==> config.mk <==
export PLATFORM = sky130hd
export DESIGN_NAME = uart_rx_cfg
export DESIGN_NICKNAME = d
export VERILOG_FILES = /design/src/rtl/uart_rx_cfg.sv
export SDC_FILE = /design/constraint.sdc
export NUM_CORES = 1
export LEC_CHECK = 0
export ABC_AREA = 1
export ABC_CLOCK_PERIOD_IN_PS = 2800
export BUFFER_PORTS_ARGS = -buffer_cell sky130_fd_sc_hd__buf_2
export CORE_MARGIN = 4
export CORE_UTILIZATION = 45
export CTS_CLUSTER_SIZE = 25
export DETAILED_ROUTE_END_ITERATION = 12
export GPL_TIMING_DRIVEN = 0
export PLACE_DENSITY = 0.64
export RECOVER_POWER = 100
export REMOVE_ABC_BUFFERS = 1
export SYNTH_ARGS = -nofsm -noshare
export SYNTH_HDL_FRONTEND = slang
export SYNTH_SLANG_ARGS = --single-unit
==> constraint.sdc <==
create_clock -name i_Clock -period 2.8 [get_ports i_Clock]
set_clock_uncertainty 0.1 [all_clocks]
set_input_delay 0.14 -clock i_Clock [delete_from_list [all_inputs] [get_ports i_Clock]]
set_output_delay 0.14 -clock i_Clock [all_outputs]
set_load 0.02 [all_outputs]
==> src/rtl/uart_rx_cfg.sv <==
// Runtime-configurable UART receiver: synchroniser, 3-sample majority filter,
// 5..9 data bits, optional even/odd parity, 1 or 2 stop bits, break detect.
module uart_rx_cfg #(
  parameter int DATA_BITS   = 8,
  parameter int SYNC_STAGES = 2
) (
  input  logic                 i_Clock,
  input  logic                 i_Reset,
  input  logic                 i_RX_Serial,
  input  logic [15:0]          CLKS_PER_BIT,
  input  logic                 i_Parity_En,
  input  logic                 i_Parity_Odd,
  input  logic                 i_Two_Stop,
  output logic                 o_RX_DV,
  output logic [DATA_BITS-1:0] o_RX_Byte,
  output logic                 o_Parity_Err,
  output logic                 o_Frame_Err,
  output logic                 o_Break
);

  localparam int IDX_W = $clog2(DATA_BITS);

  typedef enum logic [2:0] {
    IDLE, START, DATA, PARITY, STOP1, STOP2, CLEANUP, WAIT_IDLE
  } state_e;

  logic [SYNC_STAGES-1:0] sync_q;
  logic [2:0]             vote_q;
  logic                   sample;

  state_e                 state_q, state_d;
  logic [15:0]            cnt_q, cnt_d;
  logic [IDX_W-1:0]       bit_q, bit_d;
  logic [DATA_BITS-1:0]   shadow_q, shadow_d;
  logic                   par_err_q, par_err_d;
  logic                   par_bit_q, par_bit_d;
  logic                   frm_err_q, frm_err_d;
  logic                   brk_q, brk_d;

  logic [15:0]            cpb_q, cpb_d;
  logic                   par_en_q, par_en_d;
  logic                   par_odd_q, par_odd_d;
  logic                   two_stop_q, two_stop_d;

  logic                   dv_q, dv_d;
  logic [DATA_BITS-1:0]   byte_q, byte_d;
  logic                   perr_q, perr_d;
  logic                   ferr_q, ferr_d;
  logic                   brko_q, brko_d;

  logic                   bit_end;
  logic [15:0]            half_cnt;
  logic                   fin, fin_frm, fin_brk, stop1_brk;

  // A lone glitch in the 3-deep window is outvoted by the other two samples.
  assign sample   = (vote_q[0] & vote_q[1]) | (vote_q[0] & vote_q[2]) | (vote_q[1] & vote_q[2]);
  assign bit_end  = (cnt_q == cpb_q - 16'd1);
  assign half_cnt = (cpb_q - 16'd1) >> 1;

  always_comb begin
    // NOTE: every signal written here gets a default first so no path leaves
    // it unassigned, which would otherwise infer a latch.
    state_d    = state_q;
    cnt_d      = cnt_q;
    bit_d      = bit_q;
    shadow_d   = shadow_q;
    par_err_d  = par_err_q;
    par_bit_d  = par_bit_q;
    frm_err_d  = frm_err_q;
    brk_d      = brk_q;
    cpb_d      = cpb_q;
    par_en_d   = par_en_q;
    par_odd_d  = par_odd_q;
    two_stop_d = two_stop_q;
    dv_d       = 1'b0;
    byte_d     = byte_q;
    perr_d     = perr_q;
    ferr_d     = ferr_q;
    brko_d     = brko_q;
    fin        = 1'b0;
    fin_frm    = 1'b0;
    fin_brk    = 1'b0;
    stop1_brk  = (shadow_q == '0) && (!par_en_q || !par_bit_q) && !sample;

    unique case (state_q)
      IDLE: begin
        cnt_d = '0;
        bit_d = '0;
        if (!sample) begin
          state_d    = START;
          cpb_d      = CLKS_PER_BIT;
          par_en_d   = i_Parity_En;
          par_odd_d  = i_Parity_Odd;
          two_stop_d = i_Two_Stop;
          par_err_d  = 1'b0;
          par_bit_d  = 1'b0;
          frm_err_d  = 1'b0;
          brk_d      = 1'b0;
        end
      end
      START: begin
        if (cnt_q == half_cnt) begin
          cnt_d   = '0;
          state_d = sample ? IDLE : DATA;
        end else begin
          cnt_d = cnt_q + 16'd1;
        end
      end
      DATA: begin
        if (bit_end) begin
          cnt_d            = '0;
          shadow_d[bit_q]  = sample;
          if (bit_q == IDX_W'(DATA_BITS - 1)) begin
            bit_d   = '0;
            state_d = par_en_q ? PARITY : STOP1;
          end else begin
            bit_d = bit_q + IDX_W'(1);
          end
        end else begin
          cnt_d = cnt_q + 16'd1;
        end
      end
      PARITY: begin
        if (bit_end) begin
          cnt_d     = '0;
          par_bit_d = sample;
          par_err_d = sample != ((^shadow_q) ^ par_odd_q);
          state_d   = STOP1;
        end else begin
          cnt_d = cnt_q + 16'd1;
        end
      end
      STOP1: begin
        if (bit_end) begin
          cnt_d     = '0;
          frm_err_d = frm_err_q | !sample;
          brk_d     = stop1_brk;
          if (two_stop_q) begin
            state_d = STOP2;
          end else begin
            fin     = 1'b1;
            fin_frm = frm_err_q | !sample;
            fin_brk = stop1_brk;
          end
        end else begin
          cnt_d = cnt_q + 16'd1;
        end
      end
      STOP2: begin
        if (bit_end) begin
          cnt_d   = '0;
          fin     = 1'b1;
          fin_frm = frm_err_q | !sample;
          fin_brk = brk_q;
        end else begin
          cnt_d = cnt_q + 16'd1;
        end
      end
      CLEANUP:   state_d = IDLE;
      WAIT_IDLE: if (sample) state_d = IDLE;
      default:   state_d = IDLE;
    endcase

    // A break frame reports framing only; its parity result is meaningless.
    if (fin) begin
      dv_d    = 1'b1;
      byte_d  = shadow_q;
      perr_d  = par_err_q & !fin_brk;
      ferr_d  = fin_frm;
      brko_d  = fin_brk;
      state_d = fin_brk ? WAIT_IDLE : CLEANUP;
    end
  end

  always_ff @(posedge i_Clock) begin
    // NOTE: sequential state uses non-blocking assignments so every register
    // samples pre-edge values regardless of statement order.
    if (i_Reset) begin
      sync_q     <= '1;
      vote_q     <= 3'b111;
      state_q    <= IDLE;
      cnt_q      <= '0;
      bit_q      <= '0;
      shadow_q   <= '0;
      par_err_q  <= 1'b0;
      par_bit_q  <= 1'b0;
      frm_err_q  <= 1'b0;
      brk_q      <= 1'b0;
      cpb_q      <= '0;
      par_en_q   <= 1'b0;
      par_odd_q  <= 1'b0;
      two_stop_q <= 1'b0;
      dv_q       <= 1'b0;
      byte_q     <= '0;
      perr_q     <= 1'b0;
      ferr_q     <= 1'b0;
      brko_q     <= 1'b0;
    end else begin
      sync_q     <= {sync_q[SYNC_STAGES-2:0], i_RX_Serial};
      vote_q     <= {vote_q[1:0], sync_q[SYNC_STAGES-1]};
      state_q    <= state_d;
      cnt_q      <= cnt_d;
      bit_q      <= bit_d;
      shadow_q   <= shadow_d;
      par_err_q  <= par_err_d;
      par_bit_q  <= par_bit_d;
      frm_err_q  <= frm_err_d;
      brk_q      <= brk_d;
      cpb_q      <= cpb_d;
      par_en_q   <= par_en_d;
      par_odd_q  <= par_odd_d;
      two_stop_q <= two_stop_d;
      dv_q       <= dv_d;
      byte_q     <= byte_d;
      perr_q     <= perr_d;
      ferr_q     <= ferr_d;
      brko_q     <= brko_d;
    end
  end

  assign o_RX_DV      = dv_q;
  assign o_RX_Byte    = byte_q;
  assign o_Parity_Err = perr_q;
  assign o_Frame_Err  = ferr_q;
  assign o_Break      = brko_q;

endmodule
==> Word-level counts from Yosys, hierarchy flattened <==
Cells that the tools add are included.
{ "totals": {"output_inout_bits": 12, "inputBits": 22, "ff_bits": 70, "word_cells": 123} }
{ "op_classes": {"n_bitwise": 9, "n_eq_ne": 23, "n_addsub": 3, "reduce_logical": 23, "magnitude_cmp": 2, "muxes": 44} }
{ "ops": {"columns": ["operator", "n"], "rows": [
  ["16-bit one-hot mux with 3 select lines", 1],
  ["3-bit 2-to-1 mux", 12],
  ["16-bit 2-to-1 mux", 2],
  ["3-bit inequality test, second input constant", 8],
  ["3-bit one-hot mux with 7 select lines", 1],
  ["1-bit 2-to-1 mux", 17],
  ["16-bit by 1-bit adder with 16-bit output, second input constant", 1],
  ["16-bit by 15-bit == test with 1-bit output", 1],
  ["16-bit == test", 1],
  ["16-bit by 1-bit subtractor with 16-bit output, second input constant", 1],
  ["3-bit == test, second input constant", 5],
  ["1-bit one-hot mux with 2 select lines", 7],
  ["9-bit AND reduction", 1],
  ["8-bit bitwise mux", 1],
  ["8-bit logical NOT", 1],
  ["2-bit inequality test, second input constant", 4],
  ["8-bit nonzero test", 1],
  ["8-bit parity", 1],
  ["3-bit by 2-bit == test with 1-bit output, second input constant", 2],
  ["3-bit one-hot mux with 2 select lines", 1],
  ["2-bit AND reduction", 3],
  ["3-bit AND reduction", 2],
  ["2-bit nonzero test", 3],
  ["1-bit bitwise AND", 4],
  ["other kinds (16)", 23]
]} }

==> Longest topological paths before layout <==
Gate-level depths: netlist of the first run.
{ "depth": {"word_depth": 10, "mapped_depth": 19} }

==> Least setup slack after synthesis of the first run <==
Ideal clock, no wire load.
{ "synth_path": {"path_kind": "register to register", "startpoint": "register cpb_q[0]", "endpoint": "register cnt_q[6]", "setup_slack_ns": 0.575, "required_time_ns": 2.590, "arrival_time_ns": 2.014, "stages_incl_launch_ff": 18, "n_path_buf": 0, "path_cell_list": "dfxtp_1 -> inv_2 -> ha_1 -> nand2_4 -> nor2_8 -> nand2_1 -> nand2_2 -> nand2_2 -> a21oi_1 -> nand2_1 -> nor2_1 -> nand3_1 -> nand2_1 -> nand3_1 -> nand2_2 -> inv_2 -> nand3_1 -> inv_1"} }
{ "synth_via": {"elab_chain_cells": 4, "word_cells_on_any_way": 6, "classes_between": "add/sub: 1; eq/ne: 2; mux: 3"} }
{ "synth_lines": {"columns": ["item", "line", "source"], "rows": [
  ["start: declaration", "40", "logic [15:0] cpb_q, cpb_d;"],
  ["start signal: assignment", "209", "cpb_q <= cpb_d;"],
  ["16-bit by 1-bit subtractor with 16-bit output (*)", "57, 58", null],
  ["16-bit == test or 16-bit by 15-bit == test with 1-bit output (tied branches)", "57, 102", null],
  ["16-bit 2-to-1 mux, on equally long branches", null, null],
  ["16-bit one-hot mux with 3 select lines (*)", "85", "unique case (state_q)"],
  ["end signal: assignment", "202", "cnt_q <= cnt_d;"],
  ["end: declaration", "32", "logic [15:0] cnt_q, cnt_d;"]
]} }
Mark *: on every way between the ends. The rest lies on a longest branch, timed or not.
A chain may end at the register's enable or synchronous reset.

==> Worst setup path in the final report of the first run <==
{ "layout_path": {"startpoint": "register cpb_q[0]", "endpoint": "register cnt_q[0]"} }
Same word-level chain as after synthesis.

==> reports/summary.txt, run 1 <==
====================================================================================
Run status                                                              finished, final reports clean
Num ports                                                                         34
Routability congestion estimate from global placement                         0.9158
Max-cap violation count                                                            0
Multiplexer fraction of the synthesized cell area                                  0
WL final                                                                    11.42 mm
Ratio of final minimum period to clock period                                 0.9347
Number of CTS-inserted buffers                                                     9
Number of nets at the end of the flow                                            778
Beginning of the worst register-to-register path                            cpb_q[0]
Fraction of the mapped netlist area in adder cells                           0.02296
Placed wire-length estimate after detailed placement                        8.503 mm
Total routing resource utilization after global routing                       0.2069
Later-pin clock latency in the skew report                                   0.35 ns
Total number of vias                                                            4508
Min Clock Period, post-route                                                2.617 ns
Routed wirelength normalized by instance count                              12.94 µm
RSZ-0062 raised after global routing                                           false
Areal power density over the cells                                      495.0 nW/µm²
Parity-gate share of the synthesized area counting xor and xnor cells        0.02009
Top-count cell post-synth                                                    nand2_1
Critical Path, Cell by Cell                                             inv_2 -> ha_2 -> nand2_1 -> nor2_1 -> nand2_1 -> nand2_1 -> nand2_1 -> nand2_1 -> nand2_1 -> nor2_1 -> nand2_1 -> nor2_1 -> nand3_1 -> nand2_1 -> nand3_1 -> nand2_4 -> clkbuf_4 -> a21oi_1
Critical path data required time                                             2.95 ns
Clock tree root buffer cell                                                 clkbuf_8
Reg-to-reg critical path endpoint                                           cnt_q[0]
Initial antenna violation count                                                    0
Area fraction in and, or, nand and nor cells after synthesis                  0.4598
Data arrival time at the worst-slack endpoint                                2.76 ns
Initial core utilization                                                      0.4673
Clock tree from TritonCTS                                                       done
Top cell type by total area after synthesis                                  dfxtp_1
Startpoint of the worst setup timing path                                   cpb_q[0]
Post-Syn Instances                                                               694
Highest net fanout along the worst path                                            7
Post-synthesis cell area                                                    4359 µm²
Hold path endpoint                                                          cpb_q[6]
Share of layout cells above drive strength 1                                  0.1116
Die X                                                                       106.4 µm
Depth of the worst hold-timing path                                                3
Total gr overflow                                                                  0
Pre-CTS worst setup slack                                                 -0.3179 ns
Path depth of the worst reg2reg path                                              18
Antenna diode count                                                                0
Number of antenna-violating nets in the routed design                              0
Count of synthesis-stage warnings from yosys                                       0
Fraction of the yosys area taken by sequential cells                          0.3215
Highest attainable clock frequency                                         382.1 MHz
Async S/R FF share, synth                                                          0
Number of synthesized flops with an enable pin                                     0
Number of optimization iterations in the first detailed-route pass                 5
Compound-Gate Fraction of Synth Area                                         0.09013
Count of final setup violators                                                     0
Final critical-path setup slack                                            0.1828 ns
Transition at the pin with the smallest max-transition slack                1.023 ns
Post-synthesis average cell area                                           6.281 µm²
Number of H-tree levels                                                            3
Number of global-route vias before repair                                       4063
FILL cells                                                                       979
Synth cell types                                                                  37
Final hold violation count                                                         0
Placeable core region                                                       9328 µm²
Hold path startpoint                                                    CLKS_PER_BIT[6]
Final cell count without fillers                                                 882
Ranking of synthesized cells by area                                    dfxtp_1, nand2_1, nand3_1
Max rail drop VDD                                                        0.0002274 V
Standard-cell row count                                                           35
Vias/cell                                                                      5.111
Area used by multi-input combinational logic                                2613 µm²
Placed instance count                                                            844
Die outline area                                                           11330 µm²
Delay of the slowest critical-path stage                                     0.32 ns
DRC violations left                                                                0
Ranking of synthesized cells by instance count                          nand2_1, nor2_1, nand3_1
Flop-to-flop setup slack                                                     0.18 ns
Largest net degree at the start of global routing                                 41
Element type at the critical path end                                           flop
Yosys top cell area share                                                     0.3215
Slowest-stage cell, CP                                                       dfxtp_1
Clock-pin slew on the worst setup and hold paths                             0.08 ns
Worst slew margin                                                             0.3176
Ys flop type                                                                 dfxtp_1
Combinational family with the most area after synthesis                 simple AND/OR/NAND/NOR gates
Total negative slack for setup checks                                           0 ns
Min-delay worst type                                                    input pin to flop
End-of-flow core utilization                                                  0.5438
Clk buf depth                                                                      2
Total power consumption of the routed design                                 2511 µW
Violation count after the first detailed-route iteration                         276
Port Buffer Count                                                                 33
Library cell appearing most often on the critical path                       nand2_1
Critical path launch point type                                                 flop
Chip height                                                                 106.4 µm
Synth-to-Final Area Change                                                    16.36%
Static leakage power                                                     0.002332 µW
Clock sink count                                                                  70
Number of synthesized register bits                                               70
Type of the setup path with the least slack                             flop to flop
Final-report max-slew violation count                                              0
Wire length of the first global-routing pass                                19.04 mm
Sequential cell area                                                        1403 µm²
====================================================================================
area by class of cell:
cell class / count / area share
Clock inverter: 7 / 0.01455
Inverter: 87 / 0.06512
Clock buffer: 9 / 0.02442
Tap cell: 129 / 0.03182
Multi-Input combinational cell: 525 / 0.5150
Sequential cell: 70 / 0.2765
Timing Repair Buffer: 55 / 0.07252
flip-flops by register name (all words and copies together) (netlist names), 2 cells and up:
signal	cells
o_RX_Byte	8
sync_q	2
vote_q	3
bit_q	3
state_q	3
cnt_q	16
shadow_q	8
cpb_q	16
placed cells by master (no fill, tap or decap), types with 6 or more instances in the layout:
| master | count |
|---|---|
| buf_2 | 20 |
| nand2_2 | 9 |
| a21oi_1 | 34 |
| o21ai_0 | 35 |
| nand3_1 | 96 |
| dlygate4sd3_1 | 18 |
| inv_2 | 6 |
| ha_1 | 7 |
| clkbuf_8 | 9 |
| dfxtp_1 | 69 |
| inv_1 | 80 |
| xor2_1 | 8 |
| clkbuf_1 | 14 |
| nand2_1 | 168 |
| nor2_1 | 97 |
| nor3_1 | 8 |
| nand4_1 | 17 |
per-layer routing:
layer | wire length (µm) | GRT usage
met5 | 0 | 0
met1 | 5682 | 0.2912
met3 | 635 | 0.04189
met2 | 4844 | 0.3122
met4 | 255 | 0.07671
stage by stage:
step	cell area [µm²]	hold slack (ns)
final	5072	0.03129
after global routing	5072	0.04608
after CTS	5022	0.0007524
after detailed placement	4639	0.2264
after global placement	4639	0.2238
after floorplan	4313	0.1091
worst max-delay path: cells and delay by family (launching register included):
| kind | cells | cell delay (ns) |
|---|---|---|
| AO/OA/AOI/OAI | 1 | 0.04 |
| AND/OR/NAND/NOR | 14 | 1.48 |
| flip-flops | 1 | 0.32 |
| adder cells (fa/ha/maj) | 1 | 0.26 |
| buffers and inverters | 2 | 0.31 |
worst max path at each step:
stage	to	slack, ns
after detailed placement	cnt_q[13]	-0.32
after CTS	cnt_q[2]	0.06
final	cnt_q[0]	0.18
after global placement	cnt_q[13]	-0.34
after floorplan	cnt_q[5]	0.51
after global routing	cnt_q[8]	0.00008
cell families (layout without fill, tap and decap cells):
group,after synthesis,in the layout
AND/OR/NAND/NOR,432,432
AO/OA/AOI/OAI,75,75
buffers and inverters,99,158
XOR/XNOR,10,10
flip-flops,70,70
adder cells (fa/ha/maj),8,8
power by group:
| part | total [µW] | switching [µW] | internal, µW | leakage (µW) |
|---|---|---|---|---|
| combinational | 598 | 401 | 196 | 0.00167 |
| sequential | 1080 | 52.0 | 1030 | 0.000566 |
| clock | 835 | 421 | 414 | 0.0000996 |
repair_timing:
action / 4_1_cts / 5_1_grt
endpoints found under the setup margin: 19 / 52
setup buffers: 0 / 4
pin swaps: 0 / 2
resized for setup: 1 / 10
endpoints found under the hold margin: 18 / 0
hold buffers: 18 / 0
Power figures use the tool's default switching activity.
==> inputs of run 2 (changes only) <==
--- a/config.mk
+++ b/config.mk
@@ -9,11 +9,11 @@
 export ABC_CLOCK_PERIOD_IN_PS = 2800
 export BUFFER_PORTS_ARGS = -buffer_cell sky130_fd_sc_hd__buf_2
 export CORE_MARGIN = 4
-export CORE_UTILIZATION = 45
+export CORE_UTILIZATION = 61
 export CTS_CLUSTER_SIZE = 25
 export DETAILED_ROUTE_END_ITERATION = 12
 export GPL_TIMING_DRIVEN = 0
-export PLACE_DENSITY = 0.64
+export PLACE_DENSITY = 0.82
 export RECOVER_POWER = 100
 export REMOVE_ABC_BUFFERS = 1
 export SYNTH_ARGS = -nofsm -noshare
==> reports/summary.txt, run 2 (synthesis results as in run 1) <==
=================================================================================
Violation count after the first detailed-route iteration                      379   +37%
Area used by multi-input combinational logic                             2628 µm²   +0.57%
Wire length of the first global-routing pass                             18.67 mm   -1.9%
Port Buffer Count                                                              33   unchanged
Synth-to-Final Area Change                                                 16.10%
Vias/cell                                                                   5.441   +6.4%
Max-cap violation count                                                         0   unchanged
Sequential cell area                                                     1401 µm²   about the same
Clock-pin slew on the worst setup and hold paths                          0.08 ns   about the same
Beginning of the worst register-to-register path                       state_q[1]
Placed instance count                                                         811   -3.9%
Antenna diode count                                                             0   unchanged
Standard-cell row count                                                        30   -14%
Num ports                                                                      34   unchanged
Final critical-path setup slack                                         0.1560 ns   -0.02676 ns
Number of CTS-inserted buffers                                                  9   unchanged
Initial antenna violation count                                                 0   unchanged
Type of the setup path with the least slack                          flop to flop
Placed instance area                                                     4598 µm²   -0.89%
Largest net degree at the start of global routing                              41   unchanged
Total number of vias                                                         4630   +2.7%
Highest net fanout along the worst path                                        12   +5
Number of optimization iterations in the first detailed-route pass              5   unchanged
Hold path startpoint                                                 CLKS_PER_BIT[5]
Clk buf depth                                                                   2   unchanged
Total routing resource utilization after global routing                    0.2697   +0.06282
Static leakage power                                                  0.002369 µW   +1.6%
Min-delay worst type                                                 input pin to flop
Max rail drop VDD                                                     0.0004163 V   +83%
Number of antenna-violating nets in the routed design                           0   unchanged
Final std cell area, no fill                                             5061 µm²   -0.22%
Clock tree from TritonCTS                                                    done
Count of final setup violators                                                  0   unchanged
Chip height                                                              92.54 µm   -13%
Routability congestion estimate from global placement                      0.9567   +4.5%
Worst slew margin                                                          0.3316   +0.01404
Number of global-route vias before repair                                    4067   +0.098%
Share of layout cells above drive strength 1                               0.1152   +0.003678
Final cell count without fillers                                              851   -3.5%
Placed wire-length estimate after detailed placement                     8.188 mm   -3.7%
Total gr overflow                                                               0   unchanged
FILL cells                                                                    609   -38%
Later-pin clock latency in the skew report                                0.35 ns   about the same
Run status                                                           finished, final reports clean
DRC violations left                                                             0   unchanged
Clock tree root buffer cell                                              clkbuf_8
Clock sink count                                                               70   unchanged
Critical path data required time                                          2.96 ns   about the same
Critical path launch point type                                              flop
WL final                                                                 11.57 mm   +1.3%
Startpoint of the worst setup timing path                              state_q[1]
Min Clock Period, post-route                                             2.644 ns   +0.02677 ns
Final-report max-slew violation count                                           0   unchanged
Most common cell after layout, fill and taps aside                        nand2_1
Biggest registers after layout                                       cnt_q (16), cpb_q (16)
Total power consumption of the routed design                              2552 µW   +1.6%
Most frequent cells in the layout                                    nand2_1, nor2_1, nand3_1
Final hold violation count                                                      0   unchanged
Transition at the pin with the smallest max-transition slack             1.001 ns   -0.02103 ns
Element type at the critical path end                                        flop
Data arrival time at the worst-slack endpoint                             2.80 ns   +0.04 ns
Pre-CTS worst setup slack                                              -0.2587 ns   +0.05925 ns
Routed wirelength normalized by instance count                           13.59 µm   +5.0%
Number of nets at the end of the flow                                         780   +0.26%
Initial core utilization                                                   0.6346   +0.1673
Ratio of final minimum period to clock period                              0.9443   +0.009559
Highest attainable clock frequency                                      378.2 MHz   -1.0%
Die outline area                                                         8563 µm²   -24%
End-of-flow core utilization                                               0.7368   +0.1930
Number of H-tree levels                                                         3   unchanged
Areal power density over the cells                                   504.2 nW/µm²   +1.9%
Placeable core region                                                    6869 µm²   -26%
Die X                                                                    92.54 µm   -13%
=================================================================================
[run 2: changes by cell type in the layout (fill, tap and decap cells not counted), moves of 2 or more]
| cell | delta |
|---|---|
| buf_4 | +5 |
| nor2_2 | -3 |
| clkbuf_1 | -2 |
| clkbuf_4 | -2 |
| clkinv_2 | -2 |
| clkinvlp_4 | +2 |
| inv_6 | +2 |
| nor3_2 | +2 |
[run 2: worst paths after layout]
check / to / cells after the start / slack (ns)
min reg2reg: sync_q[1] / 1 / 0.32
max reg2reg: cnt_q[10] / 9 / 0.16
min: cpb_q[5] / 3 / 0.02
max: cnt_q[10] / 9 / 0.16
[run 2: report_power, final]
| part | leakage, µW | internal (µW) | switching [µW] | total [µW] |
|---|---|---|---|---|
| Clock | 0.0000968 | 422 | 432 | 854 |
| Sequential | 0.000565 | 1030 | 49.6 | 1080 |
| Combinational | 0.00171 | 211 | 411 | 622 |
| Total | 0.00237 | 1660 | 892 | 2550 |
[run 2: routing by layer]
metal / part of all wire / routed length [µm] / track usage / vias to the layer above
li1: - / - / - / 2363
met1: 0.45 / 5153 / 0.3693 / 2037
met2: 0.44 / 5076 / 0.4260 / 205
met3: 0.089 / 1031 / 0.06336 / 25
met4: 0.026 / 303 / 0.07178 / 0
met5: 0 / 0 / 0 / -
[run 2: what timing repair did]
action                                  in CTS  in global routing
gates resized for setup                      1                 11
setup buffers                                0                  5
hold buffers                                18                  0
cloned                                       0                  1
pin swaps                                    0                  2
endpoints found under the hold margin       18                  0
endpoints found under the setup margin      19                 42
[run 2: cell type report]
cell class | instances | area share
flip-flops and latches | 70 | 0.2769
inverters | 87 | 0.06576
clock buffers | 9 | 0.02447
clock inverters | 7 | 0.01582
multi-input cells | 525 | 0.5192
repair buffers | 56 | 0.07268
repair inverters | 1 | 0.001483
well taps | 96 | 0.02373
[run 2: critical path, cell delays in order (launching register included)]
cell	delay, ns
dfxtp_1	0.43
inv_1	0.13
nor3_2	0.64
inv_1	0.33
nand3_1	0.17
nand2_1	0.11
nand3_1	0.13
nand2_4	0.11
buf_4	0.20
nor3b_1	0.21
[run 2: through the flow]
step                      hold slack [ns]  setup TNS (ns)
after floorplan                    0.1091               0
after global placement             0.2243          -3.411
after detailed placement           0.2285          -3.255
after CTS                         0.01693               0
after global routing              0.04225        -0.01263
final                             0.02424               0
==> inputs of run 3 (changes only) <==
--- a/config.mk
+++ b/config.mk
@@ -8,7 +8,7 @@
 export ABC_AREA = 1
 export ABC_CLOCK_PERIOD_IN_PS = 2800
 export BUFFER_PORTS_ARGS = -buffer_cell sky130_fd_sc_hd__buf_2
-export CORE_MARGIN = 4
+export CORE_MARGIN = 5
 export CORE_UTILIZATION = 61
 export CTS_CLUSTER_SIZE = 25
 export DETAILED_ROUTE_END_ITERATION = 12
==> reports/summary.txt, run 3 (synthesis results as in run 1) <==
=================================================================================
Antenna diode count                                                             0   unchanged
Later-pin clock latency in the skew report                                0.36 ns   about the same
Switching Power                                                          873.3 µW   -2.2%
Power share of the sequential group                                         0.416   -0.006
Routed wirelength normalized by instance count                           13.46 µm   -0.93%
Areal power density over the cells                                   515.8 nW/µm²   +2.3%
Chip height                                                              94.54 µm   +2.2%
Total number of vias                                                         4694   +1.4%
Met1 usage in global routing                                               0.3526   -0.01676
Clock Power Share                                                           0.347   +0.012
Most common cell after layout, fill and taps aside                        nand2_1
Critical path launch point type                                              flop
Share of layout cells above drive strength 1                               0.1117   -0.003530
RSZ-0062 raised after global routing                                        false
Number of global-route vias before repair                                    4296   +5.6%
Delay of the slowest critical-path stage                                  0.32 ns   -0.32 ns
Final hold violation count                                                      0   unchanged
Final std cell area, no fill                                             5032 µm²   -0.57%
Final cell count without fillers                                              848   -0.35%
Clock tree from TritonCTS                                                    done
Synth-to-Final Area Change                                                 15.44%
Total routing resource utilization after global routing                    0.2680   -0.001695
Final-report max-slew violation count                                           0   unchanged
Clock tree root buffer cell                                              clkbuf_8
Cell-internal power                                                       1723 µW   +3.8%
Count of final setup violators                                                  0   unchanged
Top Usage Layer GRT                                                          met2
Kind of cell with the highest combined delay on the critical path    simple AND/OR/NAND/NOR gates
Max-cap violation count                                                         0   unchanged
Combinational cell fraction of total power                                  0.237   -0.007
WL final                                                                 11.42 mm   -1.3%
Number of H-tree levels                                                         3   unchanged
Net Sw Frac                                                                0.3364   -0.01334
Number of optimization iterations in the first detailed-route pass              5   unchanged
DRC violations left                                                             0   unchanged
Sequential cell area                                                     1401 µm²   unchanged
Routability congestion estimate from global placement                      0.9823   +2.7%
Worst slack on hold paths                                              0.01250 ns   -0.01173 ns
Critical Path, Cell by Cell                                          inv_2 -> ha_2 -> nand2_4 -> nor2_8 -> nand2_1 -> nand2_2 -> nand2_2 -> nand2_1 -> nand2_1 -> nor2_1 -> nand2_1 -> nor2_4 -> nand2_4 -> nor2_8 -> nand3_1 -> a21oi_1
Placed instance area                                                     4598 µm²   unchanged
Placed wire-length estimate after detailed placement                     8.219 mm   +0.37%
Standard-cell row count                                                        30   unchanged
Clock-pin slew on the worst setup and hold paths                          0.08 ns   about the same
Number of CTS-inserted buffers                                                  9   unchanged
Critical path data required time                                          2.99 ns   +0.03 ns
Data arrival time at the worst-slack endpoint                             2.78 ns   -0.02 ns
Vias/cell                                                                   5.535   +1.7%
Placeable core region                                                    6869 µm²   unchanged
Num ports                                                                      34   unchanged
Number of antenna-violating nets in the routed design                           0   unchanged
Min-delay worst type                                                 input pin to flop
Port Buffer Count                                                              33   unchanged
Initial core utilization                                                   0.6346   unchanged
Met2 routing resource usage after global routing                           0.4332   +0.007233
Placed instance count                                                         811   unchanged
Worst path bufs/invs                                                            1   -2
Element type at the critical path end                                        flop
Ratio of final minimum period to clock period                              0.9251   -0.01915
Highest attainable clock frequency                                      386.0 MHz   +2.1%
Highest net fanout along the worst path                                         9   -3
Total gr overflow                                                               0   unchanged
Transition at the pin with the smallest max-transition slack            0.9823 ns   -0.01923 ns
Initial antenna violation count                                                 0   unchanged
Total negative slack for setup checks                                        0 ns   unchanged
Library cell appearing most often on the critical path                    nand2_1
Static leakage power                                                  0.002364 µW   -0.21%
Clk buf depth                                                                   2   unchanged
Clock sink count                                                               70   unchanged
Wire length of the first global-routing pass                             19.04 mm   +2.0%
Biggest registers after layout                                       cnt_q (16), cpb_q (16)
Type of the setup path with the least slack                          flop to flop
Area used by multi-input combinational logic                             2616 µm²   -0.43%
FILL cells                                                                    601   -1.3%
Worst slew margin                                                          0.3444   +0.01284
Max rail drop VDD                                                     0.0002556 V   -39%
Run status                                                           finished, final reports clean
Die X                                                                    94.54 µm   +2.2%
Largest net degree at the start of global routing                              41   unchanged
Min Clock Period, post-route                                             2.590 ns   -0.05361 ns
Most frequent cells in the layout                                    nand2_1, nor2_1, nand3_1
Violation count after the first detailed-route iteration                      297   -22%
Die outline area                                                         8937 µm²   +4.4%
Routing usage on met3                                                     0.05100   -0.01237
Number of nets at the end of the flow                                         778   -0.26%
Slowest-stage cell, CP                                                    dfxtp_1
=================================================================================
-- run 3: final timing paths --
kind                    from  slack, ns  cells past startpoint          end
max                 cpb_q[0]       0.21                     16  shadow_q[0]
min          CLKS_PER_BIT[8]       0.01                      3     cpb_q[8]
max reg2reg         cpb_q[0]       0.21                     16  shadow_q[0]
min reg2reg        sync_q[0]       0.32                      1    sync_q[1]
-- run 3: final cells by class --
type | instances | area share
multi-input cells | 525 | 0.5199
flip-flops and latches | 70 | 0.2785
repair buffers | 55 | 0.07011
inverters | 87 | 0.06564
clock buffers | 9 | 0.02461
well taps | 96 | 0.02387
clock inverters | 6 | 0.01740
-- run 3: what timing repair did --
| action | in CTS | in global routing |
|---|---|---|
| gates resized for setup | 1 | 9 |
| pin swaps | 0 | 1 |
| endpoints found under the hold margin | 18 | 0 |
| endpoints found under the setup margin | 19 | 45 |
| buffers inserted | 0 | 4 |
| hold buffers | 18 | 0 |
-- run 3: tightest hold or removal path, stage by stage --
cell and delay (ns):
buf_2 0.07, o21ai_0 0.07, a21oi_1 0.14
-- run 3: power by group through the flow --
stage	sequential, µW	clock, µW	combinational (µW)
detailed placement	1090	0	532
finish	1080	901	616
CTS	1070	914	559
global placement	1090	0	516
global route	1080	962	678
floorplan	1080	0	398
-- run 3: routing by layer --
layer / vias to the layer above / wire length (µm)
met5: - / 0
met4: 0 / 277
met3: 28 / 839
met2: 199 / 5172
met1: 2111 / 5129
li1: 2356 / -
-- run 3: through the flow --
step | worst slack [ns] | utilization | total power, µW
6_report | 0.2096 | 0.7326 | 2596
3_5_place_dp | -0.2502 | 0.6694 | 1626
4_1_cts | 0.06145 | 0.7271 | 2546
2_1_floorplan | 0.5065 | - | 1480
3_3_place_gp | -0.2103 | 0.6694 | 1609
5_1_grt | 0.01015 | 0.7326 | 2723
